===== src/rtl/accum_pkg.sv =====
// Shared types and helpers for the accumulator sampler: sample record layout
// and the saturating counter step used by the drop counter.
package accum_pkg;

   localparam int ACCUM_W = 64;
   localparam int DROP_W  = 16;

   typedef struct packed {
      logic               wrap;
      logic [ACCUM_W-1:0] data;
   } accum_sample_t;

   // Sticks at all-ones so a long overload never reads back as a small count.
   function automatic logic [DROP_W-1:0] sat_inc(input logic [DROP_W-1:0] v);
      return (v == '1) ? v : v + 1'b1;
   endfunction

endpackage


===== src/rtl/accum_sampler_fifo.sv =====
// Sample FIFO: power-of-two storage, wrapping pointers, occupancy level and a
// valid/ready head that reads as zero while empty.
module accum_sampler_fifo #(
   parameter int WIDTH = 64,
   parameter int DEPTH = 4
) (
   input  logic                   clk,
   input  logic                   rst,
   input  logic                   push,
   input  logic [WIDTH-1:0]       push_data,
   input  logic                   push_wrap,
   output logic                   push_accept,
   input  logic                   out_ready,
   output logic [WIDTH-1:0]       out_data,
   output logic                   out_wrap,
   output logic                   out_valid,
   output logic [$clog2(DEPTH):0] level
);

   localparam int PTR_W = $clog2(DEPTH);
   localparam int LVL_W = PTR_W + 1;
   localparam logic [LVL_W-1:0] FULL = LVL_W'(DEPTH);

   logic [WIDTH-1:0] data_mem [DEPTH];
   logic             wrap_mem [DEPTH];
   logic [PTR_W-1:0] wr_ptr;
   logic [PTR_W-1:0] rd_ptr;
   logic             pop;

   assign out_valid   = (level != '0);
   assign pop         = out_valid && out_ready;
   // A full FIFO still takes a sample when the head leaves on the same edge.
   assign push_accept = push && ((level < FULL) || pop);
   assign out_data    = out_valid ? data_mem[rd_ptr] : '0;
   assign out_wrap    = out_valid ? wrap_mem[rd_ptr] : 1'b0;

   always_ff @(posedge clk) begin
      if (push_accept) begin
         data_mem[wr_ptr] <= push_data;
         wrap_mem[wr_ptr] <= push_wrap;
      end
   end

   always_ff @(posedge clk) begin
      if (rst) begin
         wr_ptr <= '0;
         rd_ptr <= '0;
         level  <= '0;
      end else begin
         if (push_accept)
            wr_ptr <= wr_ptr + 1'b1;
         if (pop)
            rd_ptr <= rd_ptr + 1'b1;
         case ({push_accept, pop})
            2'b10:   level <= level + 1'b1;
            2'b01:   level <= level - 1'b1;
            default: level <= level;
         endcase
      end
   end

endmodule


===== src/rtl/accum_sampler.sv =====
// Decimating sampler for the accumulator output with wrap detection, FIFO
// buffering and a saturating drop counter. Optional trace: ACCUM_SAMPLER_TRACE_EN.
module accum_sampler
   import accum_pkg::*;
#(
   parameter int WIDTH = ACCUM_W,
   parameter int DEPTH = 4,
   parameter int DIV_W = 16
) (
   input  logic                   clk,
   input  logic                   rst,
   input  logic [WIDTH-1:0]       x,
   input  logic                   en,
   input  logic [DIV_W-1:0]       div,
   output logic [WIDTH-1:0]       out_data,
   output logic                   out_wrap,
   output logic                   out_valid,
   input  logic                   out_ready,
   output logic [$clog2(DEPTH):0] level,
   output logic [DROP_W-1:0]      drop_cnt
);

   logic [DIV_W-1:0] cnt;
   logic [WIDTH-1:0] prev;
   logic             have_prev;
   logic             tick;
   logic             wrap;
   logic             push_accept;
   logic             drop;

   assign tick = en && (cnt == '0);
   assign wrap = have_prev && (x < prev);
   assign drop = tick && !push_accept;

   // div is only looked at on reload, so mid-interval changes wait their turn.
   always_ff @(posedge clk) begin
      if (rst)
         cnt <= '0;
      else if (en)
         cnt <= (cnt == '0) ? div : cnt - 1'b1;
   end

   // The wrap reference follows every tick, dropped or not.
   always_ff @(posedge clk) begin
      if (rst) begin
         prev      <= '0;
         have_prev <= 1'b0;
      end else if (tick) begin
         prev      <= x;
         have_prev <= 1'b1;
      end
   end

   always_ff @(posedge clk) begin
      if (rst)
         drop_cnt <= '0;
      else if (drop)
         drop_cnt <= sat_inc(drop_cnt);
   end

   accum_sampler_fifo #(
      .WIDTH (WIDTH),
      .DEPTH (DEPTH)
   ) u_fifo (
      .clk         (clk),
      .rst         (rst),
      .push        (tick),
      .push_data   (x),
      .push_wrap   (wrap),
      .push_accept (push_accept),
      .out_ready   (out_ready),
      .out_data    (out_data),
      .out_wrap    (out_wrap),
      .out_valid   (out_valid),
      .level       (level)
   );

`ifdef ACCUM_SAMPLER_TRACE_EN
   always_ff @(posedge clk) begin
      if (!rst && tick) begin
         if (drop)
            $display("DROP %m: sample = %0d wrap = %0b", x, wrap);
         else
            $display("%m: sample = %0d wrap = %0b", x, wrap);
      end
   end

   final $display("%m: drops = %0d", drop_cnt);
`else
`endif

endmodule

===== config.mk =====
export PLATFORM = sky130hd
export DESIGN_NAME = accum_sampler
export DESIGN_NICKNAME = d
export VERILOG_FILES = /design/src/rtl/accum_pkg.sv /design/src/rtl/accum_sampler_fifo.sv /design/src/rtl/accum_sampler.sv
export SDC_FILE = /design/constraint.sdc
export NUM_CORES = 1
export LEC_CHECK = 0
export BUFFER_PORTS_ARGS = -buffer_cell sky130_fd_sc_hd__buf_2
export CAP_MARGIN = 20
export CORE_ASPECT_RATIO = 1.2
export CORE_UTILIZATION = 34
export CTS_BUF_LIST = sky130_fd_sc_hd__clkbuf_8
export DETAILED_ROUTE_END_ITERATION = 8
export PLACE_DENSITY = 0.49
export SYNTH_ARGS = -nofsm -noshare
export SYNTH_HDL_FRONTEND = slang
export SYNTH_HIERARCHICAL = 1
export SYNTH_SLANG_ARGS = --single-unit

===== constraint.sdc =====
create_clock -name clk -period 6.51 [get_ports clk]
set_input_delay 1.302 -clock clk [delete_from_list [all_inputs] [get_ports clk]]
set_output_delay 1.302 -clock clk [all_outputs]
set_load 0.005 [all_outputs]

Word level (Yosys, flattened, before mapping)
Memory sizes are Yosys's and may differ from the RTL's. A register that Yosys moved wholly into a read port is not among the register bits.
Index checks and enable logic that the tools add are counted.
- word-level logic and storage cells: 42
- output and inout bits: 85
- flip-flop bits (word level): 104
- bits in writable memories: 260
- memories kept: 2
- input port bits: 84
- memory list (name ; depth ; width ; rd ports ; clocked after memory_dff ; write ports ; RTL line ; RTL):
    u_fifo.data_mem ; 4 ; 64 ; 1 ; 1 ; 1 ; accum_sampler_fifo.sv:24 ; logic [WIDTH-1:0] data_mem [DEPTH];
    u_fifo.wrap_mem ; 4 ; 1 ; 1 ; 1 ; 1 ; accum_sampler_fifo.sv:25 ; logic wrap_mem [DEPTH];
- bitwise logic cells: 1
- $add $sub $neg: 6
- magnitude comparators: 2
- multiplexer cells: 10
- reduce and logical (&&, ||, !) cells: 11
- equality and inequality tests: 3
- operator list (cell ; number):
    64-bit less-than comparator ; 1
    64-bit two-way mux ; 1
    16-bit by 1-bit adder with 16-bit output, second input constant ; 1
    16-bit equality test, second input constant ; 1
    16-bit zero test ; 1
    16-bit two-way mux ; 1
    16-bit by 1-bit subtractor with 16-bit output, second input constant ; 1
    2-bit two-way mux ; 4
    3-bit one-hot mux with 2 select lines ; 1
    1-bit logical AND ; 5
    2-bit by 1-bit adder with 2-bit output, second input constant ; 2
    3-bit by 1-bit adder with 3-bit output, second input constant ; 1
    3-bit less-than comparator, second input constant ; 1
    1-bit two-way mux ; 3
    3-bit nonzero test ; 1
    3-bit by 1-bit subtractor with 3-bit output, second input constant ; 1
    2-bit by 1-bit equality test with 1-bit output, second input constant ; 1
    2-bit equality test, second input constant ; 1
    2-bit AND reduction ; 1
    2-bit nonzero test ; 1
    1-bit zero test ; 1
    1-bit logical OR ; 1
    1-bit inverter ; 1

Logic depth before layout (Yosys ltp)
Gate-level depths: netlist (run 1).
- word-level depth: 7
- mapped depth: 13
- mapped depth without buffers: 13

By module
The synthesis (run 1) kept the hierarchy.
- by module, submodules not included (module ; seq. area each (um^2) ; instances ; cells each ; area an instance (um^2)):
    accum_sampler_fifo ; 7987.7 ; 1 ; 466 ; 10289.9
    accum_sampler ; 1941.9 ; 1 ; 722 ; 5539.1

Least setup slack after synthesis (run 1)
OpenSTA, ideal clock, no wires.
- path type: input -> register
- start: input en
- end: memory u_fifo.data_mem[0][0], enable pin
- arrival: 3.937 ns
- data required time: 6.080 ns
- cell stages on the path: 6
- setup time: 0.430 ns
- path buffers: 1
- path slack: 2.143 ns
- cells stage by stage: clkbuf_1 inv_1 nor4_1 inv_1 nor2_1 and2_1
- cells in the longest elaborated chain, start to end: 4
- RTL lines (what ; RTL line ; RTL):
    from (decl) ; accum_sampler.sv:13 ; input logic en,
    1-bit logical AND ; accum_sampler.sv:31 ; assign tick = en && (cnt == '0);
    named net tick ; accum_sampler.sv:26 ; logic tick;
    1-bit logical AND ; accum_sampler_fifo.sv:33 ; assign push_accept = push && ((level < FULL) || pop);
    named net push_accept ; accum_sampler.sv:28 ; logic push_accept;
    1-bit two-way mux ; accum_sampler_fifo.sv:38 ; if (push_accept) begin
    1-bit two-way mux (not written as such) ; accum_sampler_fifo.sv:39 ; data_mem[wr_ptr] <= push_data;
    to (decl) ; accum_sampler_fifo.sv:24 ;
The timed path passes the listed nets, and every way through them passes these cells.

==> summary.md, run 1 <==
| Metric | Value |
|---|---|
| Final worst path period need | 4000 ps |
| Top-level I/O count | 169 |
| Critical-path cell list | buf_4 -> mux4_2 -> and2_1 -> buf_2 |
| Number of vias per cell | 4.80 |
| Filler Cells Inserted | 4427 |
| DIE HEIGHT | 238 um |
| Quantity of I/O buffers inserted on ports | 168 |
| Synthesized cell area | 15800 um2 |
| Final number of hold-violating endpoints | 0 |
| CTS Hold Buffers Added | 0 |
| Syn nets | 1344 |
| Run status | completed |
| Flip-flop and latch count after synthesis | 366 |
| Req. time, crit path | 5210 ps |
| Die ar. | 47400 um2 |
| Wire length of the first global-routing pass | 56600 um |
| Global placement routability congestion | 0.786 |
| Path class of the lowest-slack min-delay path | reg2reg |
| Maximum root-to-sink buffer count | 3 |
| Via count of the first global-routing pass | 9919 |
| Count of unique library cells instantiated by Yosys | 61 |
| Capturing element type of the critical path | primary output |
| Setup repair after global routing missed its margin | false |
| Number of antenna violations at the first check in global routing | 8 |
| Initial DRC count | 462 |
| Number of max-capacitance violations reported | 0 |
| Maximum level of the CTS H-tree | 2 |
| Cell count after placement | 1923 |
| Die extent in x | 199 um |
| Summed negative setup slack over all endpoints | 0 ps |
| Post-route clock skew | 25.9 ps |
| Clock latency on the worst-skew pair | 670 ps |
| Overall fraction of global-route tracks in use | 15.7% |
| Switching pwr | 0.00196 W |
| Max-slew violation count | 0 |
| Total wire length after detailed routing | 36500 um |
| Fmax | 250 MHz |
| Number of cells upsized or downsized after cts | 0 |
| Growth of design area from synthesis to finish | 16.5% |
| Transition time at the pin with the least slew margin | 1110 ps |
| Routed wire per std cell | 17.8 um |
| Cell internal pwr | 0.00437 W |
| Number of failing setup endpoints in the final timing report | 0 |
| Proportion of total power due to net switching | 30.9% |
| Initial cell density of the core | 34.5% |
| Half-perimeter wire length after detailed placement | 22300 um |
| Final #Nets | 1528 |
| Fraction of registers with async set or reset after synthesis | 0% |
| Origin of the critical flop-to-flop path | cnt[6] |
| Worst hold path startpoint | prev[4] |
| Number of cells produced by synthesis | 1188 |
| Most used flip-flop cell after synthesis | sky130_fd_sc_hd__edfxtp_1 |
| CP peak stage delay | 580 ps |
| FP Rows | 86 |
| Largest net degree at the start of global routing | 69 |
| Clock-pin slew on the worst setup and hold paths | 60 ps |
| Worst rel slew slack | 26.1% |
| Power density relative to cell area | 343 nW/um2 |
| Remaining number of nets flagged by the antenna check after routing | 0 |
| Smallest hold slack | 448 ps |
| Critical Path Fanout Max | 26 |
| Sequential share of the synthesized area | 62.7% |
| Synthesized area per cell | 13.3 um2 |
| Register share of total power | 45.4% |
| Non-filler instance count after layout | 2044 |
| Setup slack of the critical path after layout | 2510 ps |
| Max stage delay cell, worst path | sky130_fd_sc_hd__mux4_2 |
| CTS root buf | sky130_fd_sc_hd__clkbuf_8 |
| Floorplan core area | 45900 um2 |
| Number of synthesized flops with an enable pin | 260 |
| Total iterations of the first detailed-routing run | 6 |
| DRC errors left | 0 |
| Worst setup timing slack at the placement stage | 2190 ps |
| Clock group share of total power | 30.0% |
| Fraction of layout cells with a size suffix above 1 | 23.9% |
| Portion of total power attributed to combinational logic | 24.6% |
| Worst Setup Path Type | reg2out |
| Static Leakage | 6.53 nW |
| Total setup buffers inserted after CTS | 0 |
| Launching element type of the critical path | flop |
| GRT overflow | 0 |
| Maximum ir drop on the vdd rail | 0.000229 V |
| TritonCTS clock tree | built |
| Yosys warns | 6 |
| Count of vias placed by the detailed router | 9809 |
| Number of buffers created by CTS | 61 |
| Sinks on the clock net | 366 |
| Data arrival, critical path | 2700 ps |
| Final cycle utilization of the critical path | 61.5% |
-- through the flow --
| step | cell area, um2 | power [W] | utilization, % |
|---|---|---|---|
| after global routing | 18400 | 0.00673 | 40.1 |
| after CTS | 18400 | 0.00645 | 40.0 |
| final | 18400 | 0.00633 | 40.1 |
| after floorplan | 15800 | 0.00402 | - |
| after detailed placement | 17200 | 0.00452 | 37.5 |
| after global placement | 17200 | 0.00450 | 37.5 |
-- worst max-delay path: cells and delay by family (launching register included) --
| family | cells | cell delay [ps] |
|---|---|---|
| buffers and inverters | 2 | 680 |
| flip-flops | 1 | 560 |
| multiplexers | 1 | 580 |
| AND/OR/NAND/NOR | 1 | 210 |
-- cells by family after synthesis --
family	synth area share [%]
AOI/OAI and AO/OA	6.54
buffers and inverters	3.67
DFF	62.7
adders and majority gates	5.74
and+or+nand+nor	11.0
muxes	9.67
xor gates and xnor gates	0.664
-- cell usage in the layout (no fill, tap or decap), types with 3 or more instances in the layout --
cell / instances
sky130_fd_sc_hd__nand2_1: 164
sky130_fd_sc_hd__nor4_1: 8
sky130_fd_sc_hd__diode_2: 4
sky130_fd_sc_hd__a22oi_1: 3
sky130_fd_sc_hd__nor2_1: 44
sky130_fd_sc_hd__ha_1: 71
sky130_fd_sc_hd__and3_1: 5
sky130_fd_sc_hd__nor3_1: 9
sky130_fd_sc_hd__xor2_1: 11
sky130_fd_sc_hd__a211oi_1: 7
sky130_fd_sc_hd__o21ai_0: 29
sky130_fd_sc_hd__and2_4: 4
sky130_fd_sc_hd__nand2b_1: 3
sky130_fd_sc_hd__and4_1: 3
sky130_fd_sc_hd__clkinv_2: 5
sky130_fd_sc_hd__a221oi_1: 5
sky130_fd_sc_hd__clkbuf_8: 69
sky130_fd_sc_hd__edfxtp_1: 260
sky130_fd_sc_hd__nand3_1: 13
sky130_fd_sc_hd__nor2b_1: 4
sky130_fd_sc_hd__clkinv_1: 11
sky130_fd_sc_hd__a21oi_1: 99
sky130_fd_sc_hd__inv_1: 105
sky130_fd_sc_hd__o31ai_1: 3
sky130_fd_sc_hd__and2_1: 67
sky130_fd_sc_hd__o211ai_1: 3
sky130_fd_sc_hd__buf_4: 7
sky130_fd_sc_hd__mux2_4: 3
sky130_fd_sc_hd__or3_1: 5
sky130_fd_sc_hd__a21o_1: 10
sky130_fd_sc_hd__dfxtp_1: 104
sky130_fd_sc_hd__mux4_2: 65
sky130_fd_sc_hd__buf_2: 167
sky130_fd_sc_hd__nand4_1: 14
-- per-layer routing --
metal | track usage (%) | vias up | share of wire (%)
met1 | 19.7 | 4800 | 43
met3 | 4.69 | 68 | 5.9
li1 | - | 4736 | -
met4 | 4.76 | 8 | 2.0
met5 | 0 | - | 0.14
met2 | 25.9 | 197 | 49
-- path summary, 6_finish.rpt --
check | endpoint | slack, ps | depth (start not counted)
max | out_data[62] | 2510 | 4
min | prev[4] | 450 | 2
max reg2reg | u_fifo/data_mem[0][28] | 2690 | 6
min reg2reg | prev[4] | 450 | 2
-- synthesized netlist by cell type (3+ instances only) --
master / instances / share of area [%]
sky130_fd_sc_hd__a211oi_1: 7 / 0.33
sky130_fd_sc_hd__a21o_1: 10 / 0.47
sky130_fd_sc_hd__a21oi_1: 99 / 3.1
sky130_fd_sc_hd__a221oi_1: 5 / 0.28
sky130_fd_sc_hd__a22oi_1: 3 / 0.14
sky130_fd_sc_hd__and2_1: 71 / 2.8
sky130_fd_sc_hd__and3_1: 5 / 0.20
sky130_fd_sc_hd__and4_1: 3 / 0.17
sky130_fd_sc_hd__buf_1: 6 / 0.14
sky130_fd_sc_hd__buf_2: 8 / 0.25
sky130_fd_sc_hd__buf_6: 9 / 0.64
sky130_fd_sc_hd__clkbuf_1: 31 / 0.74
sky130_fd_sc_hd__dfxtp_1: 106 / 13
sky130_fd_sc_hd__edfxtp_1: 260 / 49
sky130_fd_sc_hd__ha_1: 71 / 5.6
sky130_fd_sc_hd__inv_1: 78 / 1.8
sky130_fd_sc_hd__mux2_4: 3 / 0.28
sky130_fd_sc_hd__mux4_2: 65 / 9.2
sky130_fd_sc_hd__nand2_1: 164 / 3.9
sky130_fd_sc_hd__nand2b_1: 3 / 0.12
sky130_fd_sc_hd__nand3_1: 13 / 0.41
sky130_fd_sc_hd__nand4_1: 14 / 0.55
sky130_fd_sc_hd__nor2_1: 45 / 1.1
sky130_fd_sc_hd__nor2b_1: 4 / 0.16
sky130_fd_sc_hd__nor3_1: 9 / 0.28
sky130_fd_sc_hd__nor4_1: 8 / 0.32
sky130_fd_sc_hd__o211ai_1: 3 / 0.14
sky130_fd_sc_hd__o21ai_0: 29 / 0.92
sky130_fd_sc_hd__o31ai_1: 3 / 0.14
sky130_fd_sc_hd__or3_1: 5 / 0.20
sky130_fd_sc_hd__xor2_1: 11 / 0.61
-- sequential cells by signal, indices dropped and copies added (netlist names), named ones only --
register         flops
cnt                 16
drop_cnt            16
have_prev            1
prev                64
u_fifo/data_mem    256
u_fifo/level         3
u_fifo/rd_ptr        2
u_fifo/wr_ptr        2
u_fifo/wrap_mem      4
-- power by group through the flow --
stage,Clock (W),Combinational [W],Sequential (W)
6_report,0.00190,0.00156,0.00287
5_1_grt,0.00207,0.00176,0.00290
2_1_floorplan,0,0.00115,0.00287
3_5_place_dp,0,0.00160,0.00292
3_3_place_gp,0,0.00158,0.00292
4_1_cts,0.00198,0.00160,0.00287
-- final cells by class --
class                   count  area, um2  share of cell area, %
inverters                  78        293                   1.59
well taps                 616        771                   4.18
multi-input cells         689       5340                   28.9
repair buffers            176        943                   5.11
clock buffers              69        950                   5.15
clock inverters            46        204                   1.11
diodes                      4       10.0                 0.0543
flip-flops and latches    366       9940                   53.9
Power figures use the tool's default switching activity.
==> run 2: changes to the inputs <==
PLACE_DENSITY = 0.51   (was 0.49)
clock period = 3.6 ns   (was 6.51 ns; I/O delays follow)
==> run 2 against run 1 <==
Clock power increased by 91%. Routed wire length increased by 1.9%. Highest routed layer unchanged. Critical path depth increased by 8. Register-to-register slack got worse by 2400 ps. Combinational power increased by 88%. Flip-flop and latch count unchanged. Via count increased by 0.87%. Largest power group unchanged.
==> summary.md, run 2 (same netlist as run 1, synthesis figures left out) <==
| Metric | Value |
|---|---|
| CTS root buf | sky130_fd_sc_hd__clkbuf_8 |
| Total iterations of the first detailed-routing run | 4 (-2) |
| Capturing element type of the critical path | flop |
| DRC errors left | 0 (unchanged) |
| FP Rows | 86 (unchanged) |
| Top flop regs | u_fifo/data_mem (256), prev (64) |
| Final worst path period need | 3310 ps |
| Maximum level of the CTS H-tree | 2 (unchanged) |
| Number of cells upsized or downsized after cts | 0 (unchanged) |
| Number of buffers created by CTS | 60 (-1.6%) |
| Initial DRC count | 497 (+7.6%) |
| Smallest hold slack | 362 ps (-86.5 ps) |
| Number of vias per cell | 4.82 (+0.47%) |
| Req. time, crit path | 4120 ps (-1090 ps) |
| Final number of hold-violating endpoints | 0 (unchanged) |
| Routed wire per std cell | 18.1 um (+1.5%) |
| Fraction of layout cells with a size suffix above 1 | 25.3% (+1.4 points) |
| Setup repair after global routing missed its margin | false |
| Origin of the critical flop-to-flop path | cnt[6] |
| Die extent in x | 199 um (unchanged) |
| Origin of the worst setup path | cnt[6] |
| Total wire length after detailed routing | 37200 um (+1.9%) |
| Global placement routability congestion | 0.784 (-0.22%) |
| Total setup buffers inserted after CTS | 0 (unchanged) |
| Clock latency on the worst-skew pair | 610 ps (-60 ps) |
| Maximum ir drop on the vdd rail | 0.000283 V (+23%) |
| Flip-flop count of the largest register after layout | 256 (unchanged) |
| Post-route clock skew | 20.3 ps (-5.59 ps) |
| Launching element type of the critical path | flop |
| Worst rel slew slack | 38.2% (+12 points) |
| Number of failing setup endpoints in the final timing report | 0 (unchanged) |
| Top-level I/O count | 169 (unchanged) |
| Most common library cell in the layout ignoring fill and taps | sky130_fd_sc_hd__edfxtp_1 |
| Power density relative to cell area | 628 nW/um2 (+83%) |
| Worst hold path startpoint | x[4] |
| TritonCTS clock tree | built |
| Growth of design area from synthesis to finish | 18.1% |
| Number of antenna violations at the first check in global routing | 6 (-2) |
| Initial cell density of the core | 34.5% (unchanged) |
| Remaining number of nets flagged by the antenna check after routing | 0 (unchanged) |
| Transition time at the pin with the least slew margin | 927 ps (-181 ps) |
| Static Leakage | 6.61 nW (+1.2%) |
| CTS Hold Buffers Added | 0 (unchanged) |
| Worst Setup Path Type | reg2reg |
| Quantity of I/O buffers inserted on ports | 168 (unchanged) |
| Half-perimeter wire length after detailed placement | 23500 um (+5.5%) |
| Top library cells by usage in the layout, fill and taps aside | sky130_fd_sc_hd__edfxtp_1 (260), sky130_fd_sc_hd__buf_2 (167), sky130_fd_sc_hd__nand2_1 (164) |
| Data arrival, critical path | 3830 ps (+1130 ps) |
| Register with the most flip-flops | u_fifo/data_mem |
| Critical Path Fanout Max | 7 (-73%) |
| Floorplan core area | 45900 um2 (unchanged) |
| Via count of the first global-routing pass | 10100 (+2.3%) |
| Maximum root-to-sink buffer count | 3 (unchanged) |
| Fmax | 302 MHz |
| Max-slew violation count | 0 (unchanged) |
| GRT overflow | 0 (unchanged) |
| Final cycle utilization of the critical path | 91.9% |
| Overall fraction of global-route tracks in use | 16.0% (+0.29 points) |
| Summed negative setup slack over all endpoints | 0 ps (unchanged) |
| Run status | completed |
| Final #Nets | 1539 (+0.72%) |
| Die ar. | 47400 um2 (unchanged) |
| Path class of the lowest-slack min-delay path | in2reg |
| Clock-pin slew on the worst setup and hold paths | 60 ps (about the same) |
| Wire length of the first global-routing pass | 57900 um (+2.4%) |
| Count of vias placed by the detailed router | 9894 (+0.87%) |
| Sinks on the clock net | 366 (unchanged) |
| Number of max-capacitance violations reported | 0 (unchanged) |
| DIE HEIGHT | 238 um (unchanged) |
| Largest net degree at the start of global routing | 79 (+14%) |
run 2: cell count changes in the layout (fill, tap and decap cells not counted), sizes merged:
cell and change:
clkinvlp +1, bufinv +3, clkinv +6, buf +12, inv -12, diode -2
run 2: worst paths after layout:
check	cells past startpoint	to	slack [ps]
worst max-delay path	12	u_fifo/level[2]	290
worst min-delay path	1	u_fifo/data_mem[0][4]	360
worst max register to register	12	u_fifo/level[2]	290
worst min register to register	2	prev[41]	450
run 2: routing by layer:
layer  wire length, um  GRT usage [%]  up-vias
li1                  -              -     4747
met1             16100           19.9     4898
met2             18600           27.7      186
met3              1780           3.63       55
met4               627           4.48        8
met5                45              0        -
run 2: through the flow:
stage          total power (W)  utilization (%)  cells  setup slack [ps]  instance area (um2)
5_1_grt                 0.0125             40.7   2052              24.0                18700
6_report                0.0117             40.7   2052               292                18700
4_1_cts                 0.0120             40.7   2050              16.0                18700
3_3_place_gp           0.00823             38.0   1937               141                17500
2_1_floorplan          0.00726                -   1188               118                15800
3_5_place_dp           0.00828             38.0   1937              51.9                17500
run 2: report_power, final:
group	total, W	switching (W)	leakage (nW)	internal [W]
clock	0.00362	0.00166	0.693	0.00197
sequential	0.00519	0.000240	3.20	0.00495
combinational	0.00293	0.00165	2.72	0.00128
total	0.0117	0.00355	6.61	0.00819
run 2: final cells by class:
cell class / count / area, um2
Fill cell: 4376 / 27200
Sequential cell: 366 / 9940
Multi-Input combinational cell: 689 / 5350
Timing Repair Buffer: 188 / 1130
Clock buffer: 69 / 950
Tap cell: 616 / 771
Inverter: 78 / 293
Clock inverter: 44 / 268
Antenna cell: 2 / 5.00
run 2: worst max-delay path: stages, from the launching register on:
cell,delay (ps)
sky130_fd_sc_hd__dfxtp_1,360
sky130_fd_sc_hd__or4_4,590
sky130_fd_sc_hd__or4_4,480
sky130_fd_sc_hd__nor4_2,380
sky130_fd_sc_hd__inv_1,140
sky130_fd_sc_hd__nor2_2,210
sky130_fd_sc_hd__inv_1,70
sky130_fd_sc_hd__ha_1,220
sky130_fd_sc_hd__inv_1,80
sky130_fd_sc_hd__fa_1,180
sky130_fd_sc_hd__xor2_1,70
sky130_fd_sc_hd__or3_1,310
sky130_fd_sc_hd__a21oi_1,130
